===== src/rtl/fetch_unit_pkg.sv =====
// Shared types and constants for the instruction-fetch stage.
package fetch_unit_pkg;

   localparam int WORD_SIZE = 16;

   typedef logic [WORD_SIZE-1:0] word_t;

   localparam word_t RESET_PC_DEFAULT = 16'h0000;

   // Fetch control states.
   typedef enum logic [1:0] {
      ST_IDLE    = 2'd0,
      ST_REQ     = 2'd1,
      ST_SKID    = 2'd2,
      ST_DISCARD = 2'd3
   } fetch_state_t;

   // One fetched instruction together with its address and predicted successor.
   typedef struct packed {
      word_t instr;
      word_t pc;
      word_t pred_pc;
   } fetch_entry_t;

   // A memory read is outstanding in these states.
   function automatic logic req_active(input fetch_state_t s);
      return (s == ST_REQ) || (s == ST_DISCARD);
   endfunction

endpackage


===== src/rtl/fetch_unit_if.sv =====
// Fetch-stage bus: predictor, instruction memory, redirect/stall and IF/ID outputs.
interface fetch_unit_if;
   import fetch_unit_pkg::*;

   word_t       pc;
   word_t       pred_next_pc;
   logic        redirect;
   word_t       redirect_pc;
   logic        stall;
   logic        i_req;
   logic        i_ack;
   word_t       i_data;
   logic        if_valid;
   word_t       if_instr;
   word_t       if_pc;
   word_t       if_pred_pc;
   logic [15:0] fetch_count;

   // Fetch unit side.
   modport master (
      output pc, i_req, if_valid, if_instr, if_pc, if_pred_pc, fetch_count,
      input  pred_next_pc, redirect, redirect_pc, stall, i_ack, i_data
   );

   // Pipeline/memory environment side.
   modport slave (
      input  pc, i_req, if_valid, if_instr, if_pc, if_pred_pc, fetch_count,
      output pred_next_pc, redirect, redirect_pc, stall, i_ack, i_data
   );

endinterface


===== src/rtl/fetch_skid_buf.sv =====
// One-entry skid register holding a fetched instruction while decode is stalled.
module fetch_skid_buf
   import fetch_unit_pkg::*;
(
   input  logic         clk,
   input  logic         reset_n,
   input  logic         load_i,
   input  logic         drain_i,
   input  logic         clear_i,
   input  fetch_entry_t entry_i,
   output logic         valid_o,
   output fetch_entry_t entry_o
);

   logic         valid_q;
   fetch_entry_t entry_q;

   // Entry register: clear wins over load, load wins over drain.
   always_ff @(posedge clk or negedge reset_n) begin
      if (!reset_n) begin
         valid_q <= 1'b0;
         // NOTE: the payload is reset as well so it never shows X downstream, even though valid_q alone qualifies it.
         entry_q <= '0;
      end else begin
         // NOTE: non-blocking assignments so every register sees pre-edge values regardless of statement order.
         if (clear_i) begin
            valid_q <= 1'b0;
         end else if (load_i) begin
            valid_q <= 1'b1;
            entry_q <= entry_i;
         end else if (drain_i) begin
            valid_q <= 1'b0;
         end
      end
   end

   assign valid_o = valid_q;
   assign entry_o = entry_q;

endmodule


===== src/rtl/fetch_unit.sv =====
// Instruction-fetch stage: fetch PC, memory handshake, IF/ID latch, redirect and stall handling.
module fetch_unit
   import fetch_unit_pkg::*;
#(
   parameter word_t RESET_PC = RESET_PC_DEFAULT
) (
   input  logic         clk,
   input  logic         reset_n,
   fetch_unit_if.master bus
);

   fetch_state_t state_q, state_d;
   word_t        pc_q, pc_d;
   word_t        pending_q, pending_d;
   fetch_entry_t ifid_q, ifid_d;
   logic         ifid_valid_q, ifid_valid_d;
   logic [15:0]  count_q, count_d;

   logic         skid_load, skid_drain, skid_clear;
   logic         skid_valid;
   fetch_entry_t skid_entry;
   fetch_entry_t fetched;

   assign fetched = '{instr: bus.i_data, pc: pc_q, pred_pc: bus.pred_next_pc};

   fetch_skid_buf u_skid (
      .clk     (clk),
      .reset_n (reset_n),
      .load_i  (skid_load),
      .drain_i (skid_drain),
      .clear_i (skid_clear),
      .entry_i (fetched),
      .valid_o (skid_valid),
      .entry_o (skid_entry)
   );

   // State and datapath registers.
   always_ff @(posedge clk or negedge reset_n) begin
      if (!reset_n) begin
         state_q      <= ST_IDLE;
         pc_q         <= RESET_PC;
         pending_q    <= '0;
         ifid_q       <= '0;
         ifid_valid_q <= 1'b0;
         count_q      <= '0;
      end else begin
         state_q      <= state_d;
         pc_q         <= pc_d;
         pending_q    <= pending_d;
         ifid_q       <= ifid_d;
         ifid_valid_q <= ifid_valid_d;
         count_q      <= count_d;
      end
   end

   // Next-state logic: redirect beats ack and stall; an issued request is never withdrawn.
   always_comb begin
      // NOTE: every next-state value is defaulted first so no path through the case infers a latch.
      state_d      = state_q;
      pc_d         = pc_q;
      pending_d    = pending_q;
      ifid_d       = ifid_q;
      ifid_valid_d = ifid_valid_q;
      count_d      = count_q;
      skid_load    = 1'b0;
      skid_drain   = 1'b0;
      skid_clear   = bus.redirect;

      // Decode consumes the IF/ID entry whenever it is not stalled.
      if (!bus.stall) ifid_valid_d = 1'b0;
      if (bus.redirect) ifid_valid_d = 1'b0;

      case (state_q)
         ST_IDLE: begin
            state_d = ST_REQ;
            if (bus.redirect) pc_d = bus.redirect_pc;
         end

         ST_REQ: begin
            if (bus.redirect) begin
               if (bus.i_ack) begin
                  pc_d = bus.redirect_pc;
               end else begin
                  // Request still outstanding: finish it, then jump.
                  pending_d = bus.redirect_pc;
                  state_d   = ST_DISCARD;
               end
            end else if (bus.i_ack) begin
               pc_d = bus.pred_next_pc;
               if (!bus.stall) begin
                  ifid_d       = fetched;
                  ifid_valid_d = 1'b1;
                  count_d      = count_q + 16'd1;
               end else begin
                  skid_load = 1'b1;
                  state_d   = ST_SKID;
               end
            end
         end

         ST_SKID: begin
            if (bus.redirect) begin
               pc_d    = bus.redirect_pc;
               state_d = ST_REQ;
            end else if (!bus.stall) begin
               skid_drain = 1'b1;
               state_d    = ST_REQ;
               if (skid_valid) begin
                  ifid_d       = skid_entry;
                  ifid_valid_d = 1'b1;
                  count_d      = count_q + 16'd1;
               end
            end
         end

         ST_DISCARD: begin
            if (bus.redirect) begin
               if (bus.i_ack) begin
                  pc_d    = bus.redirect_pc;
                  state_d = ST_REQ;
               end else begin
                  pending_d = bus.redirect_pc;
               end
            end else if (bus.i_ack) begin
               pc_d    = pending_q;
               state_d = ST_REQ;
            end
         end

         default: state_d = ST_IDLE;
      endcase
   end

   assign bus.pc          = pc_q;
   assign bus.i_req       = req_active(state_q);
   assign bus.if_valid    = ifid_valid_q;
   assign bus.if_instr    = ifid_q.instr;
   assign bus.if_pc       = ifid_q.pc;
   assign bus.if_pred_pc  = ifid_q.pred_pc;
   assign bus.fetch_count = count_q;

endmodule


===== src/flat_wrapper.sv =====
// flat-port wrapper written by rule: the top's interface ports become plain ports
module fetch_unit_flat import fetch_unit_pkg::*;
#(
   parameter word_t RESET_PC = RESET_PC_DEFAULT
)
  (clk, reset_n, bus_pc, bus_i_req, bus_if_valid, bus_if_instr, bus_if_pc, bus_if_pred_pc, bus_fetch_count, bus_pred_next_pc, bus_redirect, bus_redirect_pc, bus_stall, bus_i_ack, bus_i_data);
  fetch_unit_if bus_i ();
  input  logic clk;
  input  logic reset_n;
  output wire logic [$bits(bus_i.pc)-1:0] bus_pc;
  output wire logic [$bits(bus_i.i_req)-1:0] bus_i_req;
  output wire logic [$bits(bus_i.if_valid)-1:0] bus_if_valid;
  output wire logic [$bits(bus_i.if_instr)-1:0] bus_if_instr;
  output wire logic [$bits(bus_i.if_pc)-1:0] bus_if_pc;
  output wire logic [$bits(bus_i.if_pred_pc)-1:0] bus_if_pred_pc;
  output wire logic [$bits(bus_i.fetch_count)-1:0] bus_fetch_count;
  input wire logic [$bits(bus_i.pred_next_pc)-1:0] bus_pred_next_pc;
  input wire logic [$bits(bus_i.redirect)-1:0] bus_redirect;
  input wire logic [$bits(bus_i.redirect_pc)-1:0] bus_redirect_pc;
  input wire logic [$bits(bus_i.stall)-1:0] bus_stall;
  input wire logic [$bits(bus_i.i_ack)-1:0] bus_i_ack;
  input wire logic [$bits(bus_i.i_data)-1:0] bus_i_data;
  assign bus_pc = bus_i.pc;
  assign bus_i_req = bus_i.i_req;
  assign bus_if_valid = bus_i.if_valid;
  assign bus_if_instr = bus_i.if_instr;
  assign bus_if_pc = bus_i.if_pc;
  assign bus_if_pred_pc = bus_i.if_pred_pc;
  assign bus_fetch_count = bus_i.fetch_count;
  assign bus_i.pred_next_pc = bus_pred_next_pc;
  assign bus_i.redirect = bus_redirect;
  assign bus_i.redirect_pc = bus_redirect_pc;
  assign bus_i.stall = bus_stall;
  assign bus_i.i_ack = bus_i_ack;
  assign bus_i.i_data = bus_i_data;
  fetch_unit #(.RESET_PC(RESET_PC)) u_core (.clk(clk), .reset_n(reset_n), .bus(bus_i));
endmodule

===== config.mk =====
export PLATFORM = sky130hd
export DESIGN_NAME = fetch_unit_flat
export DESIGN_NICKNAME = d
export VERILOG_FILES = /design/src/rtl/fetch_unit_pkg.sv /design/src/rtl/fetch_unit_if.sv /design/src/rtl/fetch_skid_buf.sv /design/src/rtl/fetch_unit.sv /design/src/flat_wrapper.sv
export SDC_FILE = /design/constraint.sdc
export NUM_CORES = 1
export LEC_CHECK = 0
export ABC_AREA = 1
export CORE_MARGIN = 4
export CORE_UTILIZATION = 56
export CTS_CLUSTER_DIAMETER = 50
export DETAILED_ROUTE_END_ITERATION = 6
export PLACE_DENSITY = 0.87
export SYNTH_ARGS = -nofsm -noshare
export SYNTH_HDL_FRONTEND = slang
export SYNTH_SLANG_ARGS = --single-unit

===== constraint.sdc =====
create_clock -name clk -period 3.7 [get_ports clk]
set_clock_uncertainty 0.1 [all_clocks]
set_input_delay 0.555 -clock clk [delete_from_list [all_inputs] [get_ports clk]]
set_output_delay 0.555 -clock clk [all_outputs]
set_load 0.05 [all_outputs]

# Word-level counts from Yosys, hierarchy flattened
# Index checks and enable logic that the tools add are counted.
# word_totals
regBits	148
inputBits	53
# classes
add_sub_neg	1
n_eq_ne	16
muxes	48
bitwise_logic	2
reduce_logical	11
# ops
op	n
2-to-1 mux 48 bit	6
2-to-1 mux 16 bit	12
case mux 48 bit (2 select lines)	1
case mux 16 bit (3 select lines)	1
case mux 16 bit (2 select lines)	1
2-to-1 mux 1 bit	18
adder 16 x 1 -> 16 bit (second input constant)	1
!= test 3 bit (second input constant)	5
2-to-1 mux 2 bit	7
!= test 2 bit (second input constant)	7
case mux 2 bit (4 select lines)	1
AND reduction 7 bit	1
AND reduction 3 bit	2
AND reduction 5 bit	1
equality test 2 bit (second input constant)	2
OR reduction 2 bit	2
nonzero test 3 bit	1
equality test 2 x 1 -> 1 bit (second input constant)	1
zero test 2 bit	1
!= test 2 x 1 -> 1 bit (second input constant)	1
inverter 1 bit	2
case mux 1 bit (2 select lines)	1
AND reduction 2 bit	1
nonzero test 2 bit	1
logical OR 1 bit	1

# Depth between registers and ports, before layout
# Gate-level depths: netlist of run 1.
# depth
word_depth	6
mapped_depth	12
mapped_depth_nobuf	10

# Modules after synthesis
# A second synthesis of run 1 with hierarchy kept.
# hier_totals
hier_cells	918
area_unflattened_um2	7284.5
# by_module_without_submodules
mod	instances	cells_each	area_each_um2
fetch_unit	1	705	5363.9
fetch_skid_buf	1	213	1920.6

# Least setup slack after synthesis of run 1
# Ideal clock, no wire load.
# synth_timing
path_kind	reg-to-reg
from	register u_core.state_q[1]
to	register u_core.pc_q[10] (netlist: u_core.bus.pc[10])
setup_time_ps	119
arrival_time_ps	1636
required_time_ps	3481
path_slack_ps	1845
path_stages_with_launch	12
n_path_buf	2
synth_period_minus_slack_ps	1855
cell_sequence	dfrtp_1 inv_1 ha_1 buf_4 inv_2 nand2_2 nand2_1 a21oi_1 inv_2 buf_2 nand2_1 nand2_1
# synth_via
elab_chain_cells	4
elab_cells_between_ends	10
classes_between	6 x eq/ne; 1 x mux; 3 x reduce/logical
# synth_lines
item	line	source
start: declaration	fetch_unit.sv:12	fetch_state_t state_q, state_d;
start signal: assignment	fetch_unit.sv:47	state_q <= state_d;
equality test 2 bit or zero test 2 bit (tied branches)	fetch_unit.sv:73	case (state_q)
OR reduction 2 bit (no line)	--	
!= test 2 x 1 -> 1 bit (no line)	--	
AND reduction 3 bit (no line)	--	
end signal: assignment	fetch_unit.sv:48	pc_q <= pc_d;
end: declaration	fetch_unit.sv:13	word_t pc_q, pc_d;
# Several ways; a longest one is shown, not always the timed one.
# A chain may end at the register's enable or synchronous reset.

# Final worst setup path of run 1
# layout_timing
from	register u_core.state_q[1]
to	output bus_i_req
# layout_via
elab_chain_cells	2
elab_cells_between_ends	3
classes_between	2 x eq/ne; 1 x reduce/logical
# layout_lines
item	line	source
equality test 2 x 1 -> 1 bit or equality test 2 bit (tied branches)	fetch_unit_pkg.sv:27	return (s == ST_REQ) || (s == ST_DISCARD);
logical OR 1 bit (*)	fetch_unit_pkg.sv:27	
end: declaration	flat_wrapper.sv:11	output wire logic [$bits(bus_i.i_req)-1:0] bus_i_req;
# Mark *: on every way between the ends. The rest lies on a longest branch, timed or not.

==> results of run 1 <==
==> cell families after synthesis <==
family,after synthesis,share of synthesized area
AO/OA/AOI/OAI,125,0.0980
adder cells (fa/ha/maj),5,0.00879
AND/OR/NAND/NOR,411,0.233
multiplexers,33,0.0522
flip-flops,148,0.521
XOR/XNOR,7,0.00967
buffers and inverters,114,0.0776
==> final cells by class <==
class	instances	area [µm²]
Clock buffer	18	439
Clock inverter	11	185
Fill cell	898	3130
Inverter	68	255
Multi-Input combinational cell	581	2860
Sequential cell	148	3700
Tap cell	168	210
Timing Repair Buffer	144	1430
==> registers in the layout, indices dropped and copies added, names as in the netlist, 2 cells and up <==
register,count
u_core.bus.if_instr,16
u_core.bus.fetch_count,16
u_core.bus.if_pc,16
u_core.bus.pc,16
u_core.state_q,2
u_core.pending_q,16
u_core.bus.if_pred_pc,16
u_core.u_skid.entry_o,48
==> cell usage in the layout, fill, tap and decap left out, drive strengths merged <==
cell / count
xnor2: 6
dfrtp: 148
ha: 5
bufinv: 5
buf: 11
a21oi: 17
mux2: 33
o21ai: 60
clkbuf: 18
clkinv: 4
clkdlybuf4s50: 133
nand3b: 1
a31oi: 48
inv: 68
clkinvlp: 2
nand3: 30
nand2: 290
nor2: 83
xor2: 1
nand4: 7
==> worst paths after layout <==
path / depth (start not counted) / from / endpoint / slack (ps)
hold reg to reg: 2 / u_core.u_skid.entry_o[4]$_DFFE_PN0P_ / u_core.u_skid.entry_o[4]$_DFFE_PN0P_ / 390
hold / removal: 1 / reset_n / u_core.bus.fetch_count[4]$_DFFE_PN0P_ / 110
setup reg to reg: 4 / u_core.state_q[1]$_DFFE_PN0P_ / u_core.u_skid.entry_o[35]$_DFFE_PN0P_ / 1130
setup / recovery: 5 / u_core.state_q[1]$_DFFE_PN0P_ / bus_i_req / 520
min in group clk: 2 / u_core.u_skid.entry_o[4]$_DFFE_PN0P_ / u_core.u_skid.entry_o[4]$_DFFE_PN0P_ / 390
max in group asynchronous: 2 / reset_n / u_core.u_skid.entry_o[29]$_DFFE_PN0P_ / 2550
==> through the flow <==
| step | hold slack [ps] | cells | util | total power (µW) |
|---|---|---|---|---|
| 4_1_cts | 147 | 1138 | 0.744 | 8660 |
| 6_report | 114 | 1138 | 0.744 | 8630 |
| 3_5_place_dp | 374 | 1109 | 0.693 | 6770 |
| 5_1_grt | 178 | 1138 | 0.744 | 9110 |
| 2_1_floorplan | 159 | 843 | - | 5540 |
| 3_3_place_gp | 366 | 1109 | 0.693 | 6650 |
==> where the power goes <==
group	switching, µW	internal [µW]
Clock	650	1200
Combinational	2670	1330
Sequential	468	2330
Total	3780	4850
==> per-layer routing <==
metal  wire length, µm  part of all wire
met4               620             0.034
met3              1190             0.066
met5                 0                 0
met2              8770              0.49
met1              7450              0.41
==> results summary, run 1 <==
The count of buffering cells on the critical path with inverters included came out at 3. The number of CTS-inserted buffers came out at 17. The sum of overflow across all layers after global routing is 0. CTS placed an instance of sky130_fd_sc_hd__clkbuf_16 at the clock tree root. TritonCTS built the clock tree. The initial antenna violation count came out at 0. The met1 usage came out at 0.337. The finished cells cover 9080 µm². In this run, post-CTS hold repair placed 0 buffers.

The flow ran to the end, and the final reports show no timing, DRC or antenna violations. The count of final hold-check violations is 0. The critical path goes through inv_1, ha_1, inv_2, nand2_2, clkdlybuf4s50_1.

The post-detailed-placement half-perimeter wirelength came out at between 10 and 15 mm. At the end of routability-driven placement, the weighted congestion stood at between 0.8 and 0.9. The library cell contributing the largest single delay on the critical path is sky130_fd_sc_hd__clkdlybuf4s50_1. The type of origin of the critical path is a flop. In the global route stage, met3 resource usage came out at 0.0543. Setup repair after global routing left no endpoint under its margin. The detailed-route DRC error count is 0. The synthesized net count came out at 901. The normalized max-slew margin is 0.328.

The y dimension of the die came out at approximately 120 µm. The count of pins on the block boundary is 135. Of the cells placed in the final design, the portion with a size suffix greater than 1 is 0.0876. The share of synthesized area in the top cell type comes to 0.521. The number of storage elements in the synthesis netlist is between 100 and 150. In this run, post-CTS repair resized a total of 0 instances. The detailed-route vias per instance came out at 5.45. The cell with the most instances after synthesis is sky130_fd_sc_hd__nand2_1. The via count of the first global-routing pass is 6068. The effective utilization at floorplan is 0.583. The clock transition at the registers of the reported paths came out at 60 ps.

Once placement finished, the instance area stood at 8460 µm². For this run, the number of Yosys warnings is 0. In the post-synthesis netlist, the biggest area contributors are sky130_fd_sc_hd__dfrtp_1, sky130_fd_sc_hd__nand2_1, sky130_fd_sc_hd__mux2_2, sky130_fd_sc_hd__nor2_1, sky130_fd_sc_hd__a31oi_1. STA classifies the critical path endpoint as an output pin.

The average wire length per cell after detail routing came out at 15.8 µm. The dominant delay contributor by cell family on the critical path is buffers and inverters. Max-cap violations in this run came to 0. The commonest cells after synthesis are sky130_fd_sc_hd__nand2_1, sky130_fd_sc_hd__dfrtp_1, sky130_fd_sc_hd__nor2_1. The via count came out at 6199. The max-slew violation count is 0. Of all cell types, the one taking the most synthesized area is sky130_fd_sc_hd__dfrtp_1. The post-CTS setup buffer count is 0. The floorplan step defined a die boundary enclosing 14600 µm². The worst min-delay path class is primary input to async pin. The first-pass iteration count of the detailed router is 5. The post-synthesis cell area is 7110 µm². In the finished design, the share of the clock period the worst path needs comes to 0.861.

The count of endpoints failing setup in the final report is 0. The sequential-to-total area share from yosys stat came out at 0.521. The slack of the critical path is about 520 ps. The total global-route track usage came out at 0.258. Counting along the longest clock path gives a buffer depth of 2. The count of unique library cells instantiated by Yosys came out at 31. The data required time of the critical path is 3040 ps. The die span in x came out at ~120 µm. The data arrival time at the worst-slack endpoint came out at 2530 ps. The pin count of the biggest net entering global routing is 94. The total negative slack for setup checks came out at 0 ps. The final layout contains routed wiring with a total length of 18.0 mm. The power density normalized to cell area is 950 nW/µm². The worst-margin pin slew is 1010 ps. Prior to clock tree synthesis, the placed netlist has a worst setup slack of 684 ps. Static timing analysis puts the maximum clock frequency at 314 MHz. The mean instance size in the synthesized netlist is about 8.4 µm². The initial detailed-routing violation count is between 500 and 600. The row count came out at 40. In the synthesized netlist the dominant register cell turns out to be sky130_fd_sc_hd__dfrtp_1. The number of nets at the end of the flow is between 1000 and 1500. The leakage component of the power came out at 0.00429 µW. The H-tree level count is 4. The type of the worst setup path is flop to output pin. The maximum vdd drop came out at 0.474 mV.

The CTS sink count came out at 148. In the synthesized netlist, the number of instances is 843. The met2 track utilization from global routing is 0.413. met2 is the most crowded layer.

The later pin in the worst-skew pair is clocked with a latency of about 420 ps. The count of nets left with antenna violations once routing finished came out at 0. The async set-reset flop share out of synthesis is 1.00. The total area inside the core boundary comes to 12200 µm². The global-route wire length before repair is 29.9 mm. The post-route minimum period came out at ~3200 ps. The synthesis-to-finish area growth came out at 27.7%. Along the worst path, the maximum fanout reaches 21. The number of inserted diodes is 0.

The count of flip-flops with a built-in enable after synthesis came out at 0. The largest single stage delay on the critical path is 830 ps. The number of port buffers is 134.
Note: power is estimated with default switching activity, not from simulation.
==> inputs of run 2 (changes only) <==
- SETUP_SLACK_MARGIN: not set -> 0.4
==> run 2 against run 1 <==
Compared with the run above: final cell count did not move; die area unchanged; non-clock buffer count unchanged; sequential power about the same; register-to-register slack hardly changed; clock power hardly changed; sequential cell count did not move; critical path type unchanged; highest routed layer unchanged.
==> results summary, run 2 (synthesis gave the netlist of run 1 again) <==
The die covers roughly 15000 µm². Clock latency on the worst-skew pair, taken at its later pin, is 420 ps. The via count of the first global-routing pass came out at 6068. Once the clock tree was built, the setup fixing pass inserted 0 buffers. The type of destination of the critical path is an output pin.

In the layout the commonest cells are sky130_fd_sc_hd__nand2_1, sky130_fd_sc_hd__dfrtp_1, sky130_fd_sc_hd__clkdlybuf4s50_1. Clock-pin slew was measured on the worst setup and hold paths at 60 ps. Dividing total power by cell area gives a power density of ~950 nW/µm². During placement, the flow inserted port buffers numbering 134. For this configuration, the core starts out at a cell density of 0.583. The tightest min-delay check is of the primary input to async pin type.

The root buffer cell chosen for the clock tree is sky130_fd_sc_hd__clkbuf_16. For this run, the top clock speed supported by timing is 358 MHz. The count of pins on the block boundary came out at 135. The via count is around 6200. In the routed design, unresolved DRC markers number 0.

STA puts the critical path data arrival time at 2130 ps. The flip-flop count of the largest register after layout is 48. The filler cells instantiated in the layout total 899. The count of final hold-check violations came out at 0.

The number of buffers on the longest clock path came out at 2. The final layout contains 1018 nets. By startpoint and endpoint, the worst setup path is classified as flop to output pin.

The synthesis-to-finish area growth is 27.7%. The tree built by TritonCTS fans out to approximately 150 sinks. The worst-margin pin slew is 1000 ps. The sum of overflow across all layers after global routing came out at 0. The total area inside the core boundary comes to between 10000 and 15000 µm². The row count came out at 40.

Once detail routing completed, the nets flagged for antenna violations numbered 0. The total global-route track usage is 0.258. The library cell used most frequently in the layout, excluding fill and tap cells, is sky130_fd_sc_hd__nand2_1.

The die is 121 µm tall. The footprint of the multi-input gates came out at 2860 µm². The endpoint of the lowest-slack register-to-register path is u_core.u_skid.entry_o[35]$_DFFE_PN0P_. The fraction of the cycle the final worst path needs is 0.754.

At the worst endpoint, the required time is 3040 ps. TritonCTS built the clock tree. Dividing the detail-routed wire length by the instance count gives 15.7 µm.

The die span in x came out at 121 µm. The global-route wire length before repair is 29.9 mm. In this run the worst path has a maximum fanout of 21.

Using the TritonRoute via totals, the vias-per-cell ratio works out to around 5.4. The post-detailed-placement half-perimeter wirelength is 11.6 mm. The max-slew violation count was 0. The post-route minimum period is about 2800 ps.

The worst register-to-register path begins at u_core.state_q[1]$_DFFE_PN0P_. The first-pass iteration count of the detailed router came out at 5. The register cell area after layout is 3700 µm².

The initial detailed-routing violation count is 552. The number of CTS-inserted buffers is 17. Of the cells placed in the final design, the portion with a size suffix greater than 1 is 0.0876. The repair_antennas step left the layout with diodes totalling 0.

The leakage component of the power came out at about 0.0043 µW. The H-tree generated during clock tree synthesis spans 4 levels. For the final routed database, the setup TNS stands at 0 ps. The initial antenna violation count is 0.

Setup violations remaining at the end of the flow were counted as 0. The worst setup slack for register-to-register paths came out at 1140 ps. The worst setup path is launched from a flop. For this block, the routed nets add up to 17.9 mm of wire. The total of max-cap violations is 0. The post-layout total power is between 8000 and 9000 µW. The pin count of the biggest net entering global routing came out at 94. The routability congestion estimate from global placement is 0.847. IR analysis of the VDD net gives a maximum drop of 0.474 mV. The run finished with clean final reports. The normalized max-slew margin is 0.331. For the worst flop-to-flop path, the logic depth is 4.

Setup repair after global routing left no endpoint under its margin.
==> run 2: power breakdown <==
| part | internal, µW | leakage (µW) | switching [µW] |
|---|---|---|---|
| Sequential | 2330 | 0.00181 | 464 |
| Clock | 1200 | 0.000303 | 651 |
| Combinational | 1320 | 0.00218 | 2660 |
| Total | 4850 | 0.00430 | 3780 |
==> run 2: how the worst max path moves through the flow <==
stage | start | depth (start not counted) | end
final | u_core.state_q[1]$_DFFE_PN0P_ | 5 | bus_i_req
after global routing | u_core.state_q[1]$_DFFE_PN0P_ | 5 | bus_i_req
after CTS | u_core.state_q[1]$_DFFE_PN0P_ | 5 | bus_i_req
after detailed placement | bus_redirect | 4 | u_core.u_skid.entry_o[39]$_DFFE_PN0P_
after global placement | bus_redirect | 4 | u_core.u_skid.entry_o[34]$_DFFE_PN0P_
after floorplan | u_core.state_q[1]$_DFFE_PN0P_ | 11 | u_core.bus.pc[10]$_DFFE_PN0P_
==> run 2: per-layer routing <==
layer / global-route usage / vias to the layer above / wire length [µm]
met5: 0 / - / 0
met4: 0.123 / 0 / 615
met2: 0.413 / 254 / 8700
li1: - / 2933 / -
met3: 0.0543 / 50 / 1200
met1: 0.337 / 2951 / 7390
==> run 2: worst max-delay path: stages, from the launching register on <==
cell	delay [ps]
sky130_fd_sc_hd__dfrtp_1	420
sky130_fd_sc_hd__inv_1	110
sky130_fd_sc_hd__ha_1	330
sky130_fd_sc_hd__inv_2	260
sky130_fd_sc_hd__nand2_2	140
sky130_fd_sc_hd__dlymetal6s2s_1	440
==> run 2: repair_timing <==
item,4_1_cts,5_1_grt
hold buffers,0,0
endpoints found under the setup margin,0,1
gates resized for setup,0,1
==> run 2: area by class of cell <==
| cell class | count | share of cell area |
|---|---|---|
| well taps | 168 | 0.0231 |
| inverters | 68 | 0.0281 |
| clock buffers | 18 | 0.0483 |
| repair buffers | 144 | 0.158 |
| multi-input cells | 581 | 0.315 |
| clock inverters | 11 | 0.0204 |
| flip-flops and latches | 148 | 0.408 |
==> run 2: through the flow <==
step	area, µm²	util	std cells	setup slack [ps]	hold slack [ps]
3_3_place_gp	8460	0.693	1109	730	366
3_5_place_dp	8460	0.693	1109	684	374
5_1_grt	9090	0.744	1138	764	178
6_report	9090	0.744	1138	910	115
4_1_cts	9080	0.744	1138	526	147
2_1_floorplan	7110	-	843	1840	159
==> inputs of run 3 (changes only) <==
- CORE_UTILIZATION: 56 -> 47
- PLACE_DENSITY: 0.87 -> 0.78
- clock period: 3.7 -> 2.5 ns (I/O delays scaled with it)
==> run 3 against run 2 <==
Compared with the run above: routed wire length shrank 3.6%; sequential share of layout area is 1.3 points lower; worst hold slack better by 270 ps; sequential power grew 47%; clock power is 42% higher; sequential cell count did not move; power rose by 48%; setup slack worse by 470 ps; clock-buffer cell count did not move; critical path type unchanged; critical endpoint is now bus_if_pred_pc[7]; largest cell class unchanged.
==> results summary, run 3 (synthesis gave the netlist of run 1 again) <==
Together, buffers and inverters on the worst path number 1. Broken down by cell family, the worst path's largest delay share belongs to buffers and inverters. The global-route wire length before repair is 28.4 mm.

The post-route minimum period came out at 2060 ps. TritonCTS built the clock tree. The normalized max-slew margin came out at 0.607. The initial antenna violation count is 0. The library cell used most frequently in the layout, excluding fill and tap cells, is sky130_fd_sc_hd__nand2_1. The fraction of power consumed by combinational cells is 0.471. The pin count of the biggest net entering global routing is 57. The initialized floorplan defines 44 standard-cell rows. At the worst endpoint, the arrival time is 1580 ps. The ratio of cells with drive above 1 in the final layout came out at 0.112. The maximum vdd drop is 0.699 mV. The instance area at placement came out at 8670 µm². The initial detailed-routing violation count is approximately 370.

For this run, the post-layout net count is 1039. The worst setup path startpoint is u_core.bus.if_pred_pc[7]$_DFFE_PN0P_. Static timing analysis puts the maximum clock frequency at 486 MHz.

In this run the static leakage power is 0.00469 µW. In the post-route analysis, the smallest setup slack over all paths is 441 ps. Dividing the detail-routed wire length by the instance count gives 14.7 µm. Of the available clock period, the critical path in the final layout requires 0.824. The type of the worst setup path is flop to output pin. For this design, the slowest cell found on the critical path is sky130_fd_sc_hd__clkdlybuf4s50_1. The core region is approximately 15000 µm².

The final core utilization came out at 0.639. The CTS sink count came out at 148. The floorplan step set the die height to 131 µm.

The first-pass iteration count of the detailed router is 5. The pre-CTS setup slack is about 290 ps. The flip-flop count of the largest register after layout is 48.

The count of endpoints failing setup in the final report is 0. In this design, the stage delay of the slowest critical-path cell is 810 ps. The via count of the first global-routing pass was 6000.

The number of CTS-inserted buffers came out at 17. The detailed-route DRC error count is 0. Setup repair after global routing left no endpoint under its margin. The H-tree generated during clock tree synthesis spans 4 levels.

The switching power share of the total is 0.444. The overall die area is 17200 µm². The clock passes through at most 2 buffers.

The peak fanout along the critical path is 2. The count of final hold-check violations was 0. At the worst endpoint, the required time is 2030 ps.

The congestion estimate from routability-driven global placement came to 0.929. The detailed-route vias per instance came out at 5.10. The total global-route track usage came out at 0.210. The total of max-cap violations came out at 0. The max-slew violation count was 0. For this block, the routed nets add up to 17.3 mm of wire. The sum of overflow across all layers after global routing came out at 0. The sequential fraction of design power came out at 0.323.

The clock latency on the worst-skew pair is about 420 ps. The synthesis-to-finish area growth came out at 32.0%. The worst setup path is launched from a flop.

The number of antenna diodes in the final layout is 0. The power density normalized to cell area is 1360 nW/µm². The final design instance area without fill came out at ~9400 µm². Input and output buffers added on the ports amount to 134. The startpoint of the most critical register-to-register path is u_core.state_q[1]$_DFFE_PN0P_.

The relative contribution of the clock network to total power is 0.206. The total negative slack for setup checks is 0 ps. For this design the top-level I/O count stands at around 140. The die is ~130 µm wide. The worst min-delay path class is primary input to async pin.

STA classifies the critical path endpoint as an output pin. For this design the total switching power over the nets is between 5000 and 6000 µW. Walking the worst path, the cells encountered are clkdlybuf4s50_1. The via count is around 6000. At the pin with the least slew margin, the transition time is just under 600 ps.

The post-layout total power is 12700 µW. Detailed placement ended at an HPWL of around 12 mm. The cell-internal power came out at 7080 µW. The effective utilization at floorplan is 0.484. The layout filler cell count came out at 1229. The clock transition at the registers of the reported paths came out at 60 ps.

The run finished with clean final reports. The count of nets left with antenna violations after detail routing is 0. Leaving out fill and tap cells, the most frequent cells in the layout are sky130_fd_sc_hd__nand2_1, sky130_fd_sc_hd__dfrtp_1, sky130_fd_sc_hd__nor2_1. CTS placed an instance of sky130_fd_sc_hd__clkbuf_16 at the clock tree root.
-- run 3: cell count changes in the layout (fill, tap and decap cells not counted), sizes merged --
cell	previous run	this run
buf	11	32
bufinv	5	3
clkdlybuf4s50	132	78
clkinv	4	6
dlygate4sd2	0	35
dlygate4sd3	0	1
dlymetal6s2s	1	19
inv	68	71
-- run 3: worst paths after layout --
kind / endpoint / slack [ps] / cells past startpoint
worst max-delay path: bus_if_pred_pc[7] / 440 / 1
worst min-delay path: u_core.u_skid.entry_o[10]$_DFFE_PN0P_ / 380 / 2
worst max register to register: u_core.pending_q[0]$_DFFE_PN0P_ / 540 / 9
worst min register to register: u_core.pending_q[9]$_DFFE_PN0P_ / 380 / 2
max in group asynchronous: u_core.bus.if_pc[9]$_DFFE_PN0P_ / 1100 / 3
min in group clk: u_core.pending_q[9]$_DFFE_PN0P_ / 380 / 2
-- run 3: power groups by stage --
stage                     clock network (µW)  registers, µW  logic [µW]
after floorplan                            0           5900        2300
after global placement                     0           4120        5950
after detailed placement                   0           4150        6060
after CTS                               2670           4120        5980
after global routing                    2770           4240        6540
final                                   2630           4110        5990
-- run 3: final cells by class --
type,instances,area (µm²),area share
Tap cell,184,230,0.0245
Sequential cell,148,3700,0.394
Inverter,68,258,0.0274
Multi-Input combinational cell,581,2900,0.309
Clock inverter,14,176,0.0188
Clock buffer,18,439,0.0468
Timing Repair Buffer,165,1690,0.180
-- run 3: metal layers --
metal / track usage / part of all wire / up-vias
li1: - / - / 2985
met1: 0.268 / 0.44 / 2840
met2: 0.358 / 0.49 / 158
met3: 0.0398 / 0.056 / 19
met4: 0.0720 / 0.014 / 0
met5: 0 / 0 / -
-- run 3: timing repair --
action	4_1_cts	5_1_grt
setup endpoints to repair	87	87
resized for setup	38	25
pin swaps	0	1
buffers inserted	0	4
hold buffers	1	0
endpoints found under the hold margin	52	0
-- run 3: per-stage QoR --
step,hold WS (ps),std cells
floorplan,-20.6,843
global placement,268,1141
detailed placement,265,1141
CTS,389,1174
global route,399,1178
finish,380,1178
